### config.mk
export PLATFORM = sky130hd
export DESIGN_NAME = uart_receiver
export DESIGN_NICKNAME = d
export VERILOG_FILES = /design/src/rtl/uart_receiver.sv
export SDC_FILE = /design/constraint.sdc
export NUM_CORES = 1
export LEC_CHECK = 0
export CAP_MARGIN = 25
export CORE_ASPECT_RATIO = 0.7
export CORE_MARGIN = 4
export CORE_UTILIZATION = 32
export CTS_BUF_LIST = sky130_fd_sc_hd__clkbuf_4 sky130_fd_sc_hd__clkbuf_8
export DETAILED_ROUTE_END_ITERATION = 16
export MAX_ROUTING_LAYER = met4
export PLACE_DENSITY_LB_ADDON = 0.25
export SYNTH_ARGS = -nofsm -noshare
export SYNTH_HDL_FRONTEND = slang
export SYNTH_SLANG_ARGS = --single-unit
### constraint.sdc
create_clock -name clk -period 5.6 [get_ports clk]
set_input_delay 1.68 -clock clk [delete_from_list [all_inputs] [get_ports clk]]
set_output_delay 1.68 -clock clk [all_outputs]
set_load 0.005 [all_outputs]
### src/rtl/uart_receiver.sv
// 8N1 UART receiver: two-flop synchronizer, mid-bit sampling FSM, and a small
// first-word-fall-through FIFO drained by the CPU io path.
module uart_receiver #(
    parameter int WAIT       = 868,
    parameter int FIFO_DEPTH = 4
) (
    input  logic       clk,
    input  logic       reset,
    input  logic       uart_rx,
    input  logic       rd_en,
    output logic [7:0] rd_data,
    output logic       rd_valid,
    output logic       busy,
    output logic       frame_err,
    output logic       overrun,
    input  logic       clr_err
);

    localparam int HALF = WAIT / 2;
    localparam int CW   = $clog2(WAIT);
    localparam int AW   = $clog2(FIFO_DEPTH);
    localparam logic [CW-1:0] CNT_HALF = CW'(HALF - 1);
    localparam logic [CW-1:0] CNT_LAST = CW'(WAIT - 1);
    localparam logic [AW:0]   FULL_CNT = (AW + 1)'(FIFO_DEPTH);

    typedef enum logic [1:0] {IDLE, START, DATA, STOP} state_t;

    state_t        state, state_nxt;
    logic [CW-1:0] cnt, cnt_nxt;
    logic [2:0]    bitidx, bitidx_nxt;
    logic [7:0]    shreg, shreg_nxt;
    logic          rx_s1, rx_s;
    logic          push, ferr_evt;

    logic [7:0]    mem [FIFO_DEPTH];
    logic [AW-1:0] rd_ptr, wr_ptr;
    logic [AW:0]   count;
    logic          full, pop, push_ok, ovr_evt;

    always_ff @(posedge clk) begin
        if (reset) begin
            rx_s1 <= 1'b1;
            rx_s  <= 1'b1;
        end else begin
            rx_s1 <= uart_rx;
            rx_s  <= rx_s1;
        end
    end

    always_ff @(posedge clk) begin
        if (reset) begin
            state  <= IDLE;
            cnt    <= '0;
            bitidx <= '0;
            shreg  <= '0;
        end else begin
            state  <= state_nxt;
            cnt    <= cnt_nxt;
            bitidx <= bitidx_nxt;
            shreg  <= shreg_nxt;
        end
    end

    always_comb begin
        state_nxt  = state;
        cnt_nxt    = cnt;
        bitidx_nxt = bitidx;
        shreg_nxt  = shreg;
        push       = 1'b0;
        ferr_evt   = 1'b0;
        case (state)
            IDLE: begin
                if (!rx_s) begin
                    state_nxt = START;
                    cnt_nxt   = '0;
                end
            end
            START: begin
                // A start bit that is gone by mid-bit is a glitch: drop it silently.
                if (cnt == CNT_HALF) begin
                    cnt_nxt = '0;
                    if (!rx_s) begin
                        state_nxt  = DATA;
                        bitidx_nxt = '0;
                    end else begin
                        state_nxt = IDLE;
                    end
                end else begin
                    cnt_nxt = cnt + 1'b1;
                end
            end
            DATA: begin
                if (cnt == CNT_LAST) begin
                    cnt_nxt   = '0;
                    shreg_nxt = {rx_s, shreg[7:1]};
                    if (bitidx == 3'd7) state_nxt = STOP;
                    else                bitidx_nxt = bitidx + 3'd1;
                end else begin
                    cnt_nxt = cnt + 1'b1;
                end
            end
            STOP: begin
                // Leave at mid stop bit so the next start edge is caught early.
                if (cnt == CNT_LAST) begin
                    cnt_nxt   = '0;
                    state_nxt = IDLE;
                    if (rx_s) push     = 1'b1;
                    else      ferr_evt = 1'b1;
                end else begin
                    cnt_nxt = cnt + 1'b1;
                end
            end
            default: state_nxt = IDLE;
        endcase
    end

    assign busy     = (state != IDLE);
    assign rd_valid = (count != '0);
    assign full     = (count == FULL_CNT);
    assign pop      = rd_en && rd_valid;
    // A simultaneous pop frees the slot, so a push into a full FIFO still lands.
    assign push_ok  = push && (!full || pop);
    assign ovr_evt  = push && full && !pop;
    assign rd_data  = mem[rd_ptr];

    always_ff @(posedge clk) begin
        if (reset) begin
            rd_ptr <= '0;
            wr_ptr <= '0;
            count  <= '0;
            for (int i = 0; i < FIFO_DEPTH; i++) mem[i] <= '0;
        end else begin
            if (push_ok) begin
                mem[wr_ptr] <= shreg;
                wr_ptr      <= wr_ptr + 1'b1;
            end
            if (pop) rd_ptr <= rd_ptr + 1'b1;
            case ({push_ok, pop})
                2'b10:   count <= count + 1'b1;
                2'b01:   count <= count - 1'b1;
                default: count <= count;
            endcase
        end
    end

    always_ff @(posedge clk) begin
        if (reset) begin
            frame_err <= 1'b0;
            overrun   <= 1'b0;
        end else begin
            frame_err <= (frame_err && !clr_err) || ferr_evt;
            overrun   <= (overrun && !clr_err) || ovr_evt;
        end
    end

endmodule

==> results.txt, run 1 <==
The clock insertion delay at the later pin of the skew report is 350 ps. The measured slew at the worst slew-check pin came out at 872 ps. The maximum clock path buffer count came out at 2. The violation count after the first detailed-routing iteration came out at 149. The area share of the largest cell type after synthesis came out at 30.3%. The run finished with clean final reports. The arrival time reported for the critical path endpoint came out at 2130 ps. Dividing the detail-routed via count by the number of cells gives 4.75. After floorplanning, the core was divided into 30 placement rows. The final setup violation count is 0.

The internal power consumption is 0.000819 W. sky130_fd_sc_hd__dfxtp_1 is the most common cell in the netlist. The wire-length estimate of the detail-placed layout is 4740 µm. The combined global-route utilization of all metal layers came out at 12.8%. STA classifies the critical path startpoint as a flip-flop. The initial cell density of the core is 32.8%.

The type of element capturing the critical path is a primary output. The number of antenna cells inserted is 0. Of the total synthesized cell area, the portion taken by full adders, half adders and majority gates is 2.21%. The power per unit of standard cell area came out at 307 nW/µm². The maximum fanout along the worst path is 8. The post-CTS resize count came out at 0. TritonCTS built the clock tree.

The area of placed instances came out at 3460 µm². The endpoint required time on the critical path is 3920 ps. The die span in x is 127 µm. The post-detailed-route DRC marker count came out at 0.

The share of power burned in registers is 52.5%. Buffers inserted to repair hold after CTS numbered 0. During synthesis, Yosys emitted a total of 0 warnings. The proportion of synthesized chip area in sequential cells is 53.0%. The die covers 11600 µm². The remaining antenna violation count after routing came out at 0. The compound-gate portion of the synthesized area is 6.23%. The total clock buffers created by CTS came out at 9. Measured against the total synthesized area, the mux share comes to 10.2%.

Measured along the y axis, the die boundary spans 91.3 µm. The post-synthesis register bit count is 68. After technology mapping, the gate count stands at 277.

CTS built an H-tree with a depth of 3. The core outline area is 9680 µm². The final layout contains 305 nets. Among all flip-flop cells after synthesis, the most frequent one is sky130_fd_sc_hd__dfxtp_1. The leftover overflow at the end of global routing is 0. The routed wire length per instance came out at 15.3 µm. The largest delay contributor family on the critical path is flip-flops. After synthesis, the netlist uses 50 different library cells. The average cell area after synthesis came out at 11.5 µm². The largest family of logic cells by synthesized area is simple AND/OR/NAND/NOR gates. Net switching is 26.5% of the power.

The net switching power is 0.000295 W. Yosys mapped a number of flops with a built-in enable equal to 32. The setup total negative slack is 0 ps.

Across the routed clock network, the largest skew measured is 13.4 ps. When the netlist entered floorplanning its net count stood at 287. The hold violation count in the final report is 0. The number of max-cap violations came out at 0. The number of global-route vias before repair is 2010. After synthesis, the share of flip-flops with an asynchronous set or reset is 0%. The worst hold slack after final layout came out at 447 ps. The largest area contributor in the synthesized netlist is sky130_fd_sc_hd__edfxtp_1. Ranked by instance count, the synthesized netlist is headed by sky130_fd_sc_hd__dfxtp_1, sky130_fd_sc_hd__and2_1, sky130_fd_sc_hd__edfxtp_1. The number of max-slew violations in the final report came out at 0.

The clock group share of total power is 31.2%. The critical path in this run is classified as flip-flop to primary output. The fraction of final layout cells with drive strength greater than 1 is 13.7%.

The total vias in the final route is 2035. The quantity of I/O buffers inserted on ports is 16. The number of antenna violations at the first check in global routing came out at 0.

Walking the worst path, the cells encountered are mux4_2, clkdlybuf4s50_1. The delay of the slowest cell on the worst path is 730 ps. The tree built by TritonCTS fans out to 68 sinks. The count of TritonRoute iterations in the first routing pass came out at 4. The final critical path time including I/O delays and setup came out at 3810 ps. The area growth from synthesis to layout came out at 14.3%. After layout, the worst path uses 68.1% of the clock period. The type of the tightest min-delay check is flip-flop to flip-flop. The upper clock frequency limit is 262 MHz. Setup repair after global routing left no endpoint under its margin. The clock transition at the registers of the reported paths came out at 80 ps.

The number of buffers added for setup after CTS came out at 0. The global-route wire length before repair is 11100 µm. The cell at the root of the clock tree is sky130_fd_sc_hd__clkbuf_8. The aggregate routed wire length is 6540 µm. The weighted congestion reported at the end of routability-driven placement came out at 0.832. The cell area after layout came out at 3630 µm². The xor/xnor share of the synthesized area is 2.21%. In the post-synthesis netlist, the biggest area contributors are sky130_fd_sc_hd__edfxtp_1, sky130_fd_sc_hd__dfxtp_1, sky130_fd_sc_hd__and2_1.

The relative contribution of combinational cells to total power came out at 16.3%. The cell leakage power is 1.25 nW. The cell with the largest stage delay on the worst path is sky130_fd_sc_hd__dfxtp_1. 17 I/O pins were placed. The max-slew headroom at the worst pin is 41.4%. The largest net degree at the start of global routing came out at 27. The number of buffer and inverter instances along the worst setup path is 1. The area of the mapped netlist is 3170 µm². The maximum ir drop on the vdd rail came out at 0.000155 V. The synthesized-area fraction occupied by and/or/nand/nor cells is 23.8%.
-- kinds of logic (layout without fill, tap and decap cells) --
group           Yosys count  in the layout
compound gates           31             31
flops                    68             68
xor+xnor                  8              8
simple gates            124            124
mux                      22             22
buf+inv                  19             42
fa+ha+maj                 5              5
-- final timing paths --
| check | startpoint | end | slack (ps) | cells after the start |
|---|---|---|---|---|
| max | flip-flop | rd_data[6] | 1790 | 2 |
| min | rx_s1$_SDFF_PP1_ | rx_s$_SDFF_PP1_ | 450 | 1 |
| max reg2reg | cnt[0]$_SDFFE_PP0P_ | mem[0][4]$_SDFFCE_PN0P_ | 2840 | 6 |
| min reg2reg | rx_s1$_SDFF_PP1_ | rx_s$_SDFF_PP1_ | 450 | 1 |
-- registers in the layout, summed over array words and instances, names as in the netlist, named ones only --
signal / flops
rx_s: 1
cnt: 10
count: 3
rx_s1: 1
wr_ptr: 2
frame_err: 1
shreg: 8
mem: 32
overrun: 1
state: 1
bitidx: 3
rd_ptr: 2
-- final cells by class --
type | instances | area (µm²)
fillers | 971 | 6060
flip-flops and latches | 68 | 1680
multi-input cells | 190 | 1420
repair buffers | 17 | 168
well taps | 128 | 160
clock buffers | 9 | 124
clock inverters | 7 | 42.5
inverters | 9 | 33.8
-- metrics by stage --
step	total power, W	cells	utilization, %	worst slack, ps
floorplan	0.000703	277	-	2510
global placement	0.000779	412	35.7	1660
detailed placement	0.000781	412	35.7	1560
CTS	0.00113	428	37.5	1730
global route	0.00118	428	37.5	1650
finish	0.00111	428	37.5	1790
-- cell usage in the layout (no fill, tap or decap), drive strengths merged, types with 10 or more instances in the layout --
cell type,n
a21oi,11
and2,32
clkdlybuf4s50,16
dfxtp,36
edfxtp,32
inv,10
mux2i,11
nand2,16
nor2,28
-- per-layer routing --
| layer | up-vias | GRT usage, % | share of wire [%] |
|---|---|---|---|
| met1 | 963 | 20.7 | 58 |
| met3 | 7 | 4.29 | 4.7 |
| li1 | 1025 | - | - |
| met2 | 40 | 14.2 | 36 |
| met5 | - | - | 0 |
| met4 | 0 | 4.02 | 0.90 |
-- worst reg2reg max path: cells and delay by family (launching register included) --
family / cells / cell delay [ps]
fa+ha+maj: 1 / 270
flops: 1 / 430
simple gates: 5 / 1720
-- power groups by stage --
stage          clock network [W]  logic, W  registers, W
2_1_floorplan                  0  0.000132      0.000571
3_3_place_gp                   0  0.000182      0.000597
3_5_place_dp                   0  0.000183      0.000597
4_1_cts                 0.000360  0.000185      0.000587
5_1_grt                 0.000387  0.000202      0.000593
6_report                0.000347  0.000182      0.000585
Note: power is estimated with default switching activity, not from simulation.
==> run 2, diff against run 1 <==
==> constraint.sdc (replaced) <==
create_clock -name clk -period 3.65 [get_ports clk]
set_input_delay 1.095 -clock clk [delete_from_list [all_inputs] [get_ports clk]]
set_output_delay 1.095 -clock clk [all_outputs]
set_load 0.005 [all_outputs]
==> run 2 against run 1 <==
Count of clock-buffer cells in the layout is the same. Critical endpoint is now rd_data[7]. Critical path depth is the same. Sequential power grew 53%. Die area is the same.
==> results.txt, run 2 (synthesized netlist as in run 1, its figures left out) <==
The post-route fraction of the period consumed by the critical path is 87.7%. The arrival time reported for the critical path endpoint came out at 2110 ps (-20 ps). The top-level port count is 17 (unchanged). The die outline area is 11600 µm² (unchanged). The aggregate routed wire length was 6400 µm (-2.2%). The post-CTS resize count came out at 0 (unchanged). The count of non-filler cells in the finished layout came out at 431 (+0.70%). The maximum clock path buffer count is 2 (unchanged). The max-slew headroom at the worst pin is 44.9% (+3.5 points).

The setup total negative slack is 0 ps (unchanged). mem holds more flip-flops than any other register. The quantity of I/O buffers inserted on ports is 16 (unchanged). Static timing analysis puts the maximum clock frequency at 312 MHz. The final setup violation count is 0 (unchanged). The power per unit of standard cell area came to 484 nW/µm² (+57%).

The flip-flop count of the largest register, all copies and words added was 32 (unchanged). The signal on the critical path passes through mux4_2, clkdlybuf4s50_1. The routed wire length per instance came out at 14.8 µm (-2.9%). The largest net degree at the start of global routing is 42 (+56%). The fraction of final layout cells with drive strength greater than 1 came out at 14.2% (+0.52 points). The global-route wire length before repair came out at 10800 µm (-2.4%). The initial cell density of the core was 32.8% (unchanged). The number of antenna violations at the first check in global routing was 0 (unchanged). The routed via count divided by cell count came out at 4.69 (-1.3%). The total vias in the final route came out at 2022 (-0.64%).

The startpoint identified for the worst register-to-register timing path is cnt[0]$_SDFFE_PP0P_. The clock transition at the registers of the reported paths is 80 ps (about the same). The leftover overflow at the end of global routing is 0 (unchanged). The maximum ir drop on the vdd rail came out at 0.000189 V (+22%). The weighted congestion reported at the end of routability-driven placement is 0.805 (-3.3%). STA classifies the critical path endpoint as a primary output. The violation count after the first detailed-routing iteration is 196 (+32%). The worst setup path is launched from a flip-flop. The register-to-register path setup slack came out at 1050 ps (-1790 ps). The number of global-route vias before repair is 1978 (-1.6%). The remaining antenna violation count after routing was 0 (unchanged).

The combined global-route utilization of all metal layers came out at 12.4% (-0.38 points). The number of max-slew violations in the final report came out at 0 (unchanged). The total clock buffers created by CTS is 9 (unchanged). Leaving out fill and tap cells, the most frequent cell in the layout is sky130_fd_sc_hd__dfxtp_1.

The post-detailed-route DRC marker count is 0 (unchanged). The endpoint required time on the critical path is 2550 ps (-1370 ps). TritonCTS built the clock tree.

The worst clock skew is 8.46 ps (-4.99 ps). The maximum fanout along the worst path came out at 8 (unchanged). The die span in x was 127 µm (unchanged). The cell leakage power is 1.28 nW (+2.1%). For this design, the slowest cell found on the critical path is sky130_fd_sc_hd__dfxtp_1. The clock insertion delay at the later pin of the skew report was 350 ps (about the same). The net count reported at finish came to 308 (+0.98%). The clock period could shrink to 3200 ps. The number of buffer and inverter instances along the worst setup path came out at 1 (unchanged). The critical path is of the flip-flop to primary output type. The number of max-cap violations came to 0 (unchanged).

The number of core rows is 30 (unchanged). The min-delay analysis places its worst path in the category flip-flop to flip-flop. The total of hold buffers inserted after clock tree synthesis is 0 (unchanged). The origin of the worst min-delay path is rx_s1$_SDFF_PP1_.

The hold violation count in the final report is 0 (unchanged). The worst hold path terminates at rx_s$_SDFF_PP1_. The die height came out at 91.3 µm (unchanged).

The cell family contributing the most delay on the critical path is flip-flops. The number of sinks handled by clock tree synthesis is 68 (unchanged). The top cell types in the final layout, fill and taps aside, are sky130_fd_sc_hd__dfxtp_1, sky130_fd_sc_hd__and2_1, sky130_fd_sc_hd__edfxtp_1. The count of cells along the worst hold path came out at 1 (unchanged). The number of antenna cells inserted came to 0 (unchanged). The count of placed standard cells including taps is 415 (+0.73%). The utilization after layout came to 37.9% (+0.49 points). The worst-case reg-to-reg path depth is 6 (unchanged). The number of buffers added for setup after CTS is 0 (unchanged).

In this run the clock root is driven by a sky130_fd_sc_hd__clkbuf_8. Setup repair after global routing left no endpoint under its margin. The maximum level of the CTS H-tree came out at 3 (unchanged). The largest registers in the layout are mem: 32 flops, cnt: 10 flops, shreg: 8 flops. The core outline area is 9680 µm² (unchanged).

The flow ran to the end, and the final reports show no timing, DRC or antenna violations. The measured slew at the worst slew-check pin is 819 ps (-52.6 ps). The post-detailed-placement half-perimeter wirelength is 4450 µm (-6.1%). The area growth from synthesis to layout came out at 15.8%. The delay of the slowest cell on the worst path came out at 710 ps (-20 ps). The endpoint identified for the worst register-to-register timing path is mem[2][7]$_SDFFCE_PN0P_.

The count of TritonRoute iterations in the first routing pass is 5 (+1).
-- run 2: cell types whose count changed in the layout (fill, tap and decap cells not counted), sizes merged --
cell / previous run / this run
buf: 1 / 4
bufinv: 0 / 1
clkinv: 4 / 5
clkinvlp: 2 / 1
inv: 10 / 9
-- run 2: through the flow --
stage                     worst slack, ps  total power [W]  instance area (µm²)  hold slack, ps
after floorplan                      1150          0.00108                 3170             389
after global placement                506          0.00120                 3480             401
after detailed placement              377          0.00120                 3480             405
after CTS                             379          0.00181                 3670             429
after global routing                  307          0.00188                 3670             447
final                                 449          0.00178                 3670             428
-- run 2: routing by layer --
layer / part of all wire, % / global-route usage (%)
met1: 55 / 18.8
met2: 39 / 15.0
met3: 3.7 / 4.06
met4: 1.5 / 4.55
met5: 0 / -
-- run 2: worst max-delay path by stage --
stage                                   end  cells past startpoint
floorplan           mem[2][0]$_SDFFCE_PN0P_                      5
global placement    mem[0][4]$_SDFFCE_PN0P_                      5
detailed placement  mem[2][5]$_SDFFCE_PN0P_                      5
CTS                              rd_data[7]                      2
global route                     rd_data[4]                      2
finish                           rd_data[7]                      2
-- run 2: layout make-up --
| cell class | instances | area, µm² |
|---|---|---|
| clock inverters | 7 | 67.6 |
| flip-flops and latches | 68 | 1680 |
| fillers | 959 | 6010 |
| well taps | 128 | 160 |
| inverters | 9 | 33.8 |
| multi-input cells | 190 | 1420 |
| repair buffers | 20 | 190 |
| clock buffers | 9 | 124 |
-- run 2: where the power goes --
group          internal [W]  switching, W  leakage (nW)
logic              0.000175      0.000105         0.586
clock network      0.000312      0.000290        0.0943
registers          0.000839     0.0000571         0.600
total               0.00133      0.000452          1.28
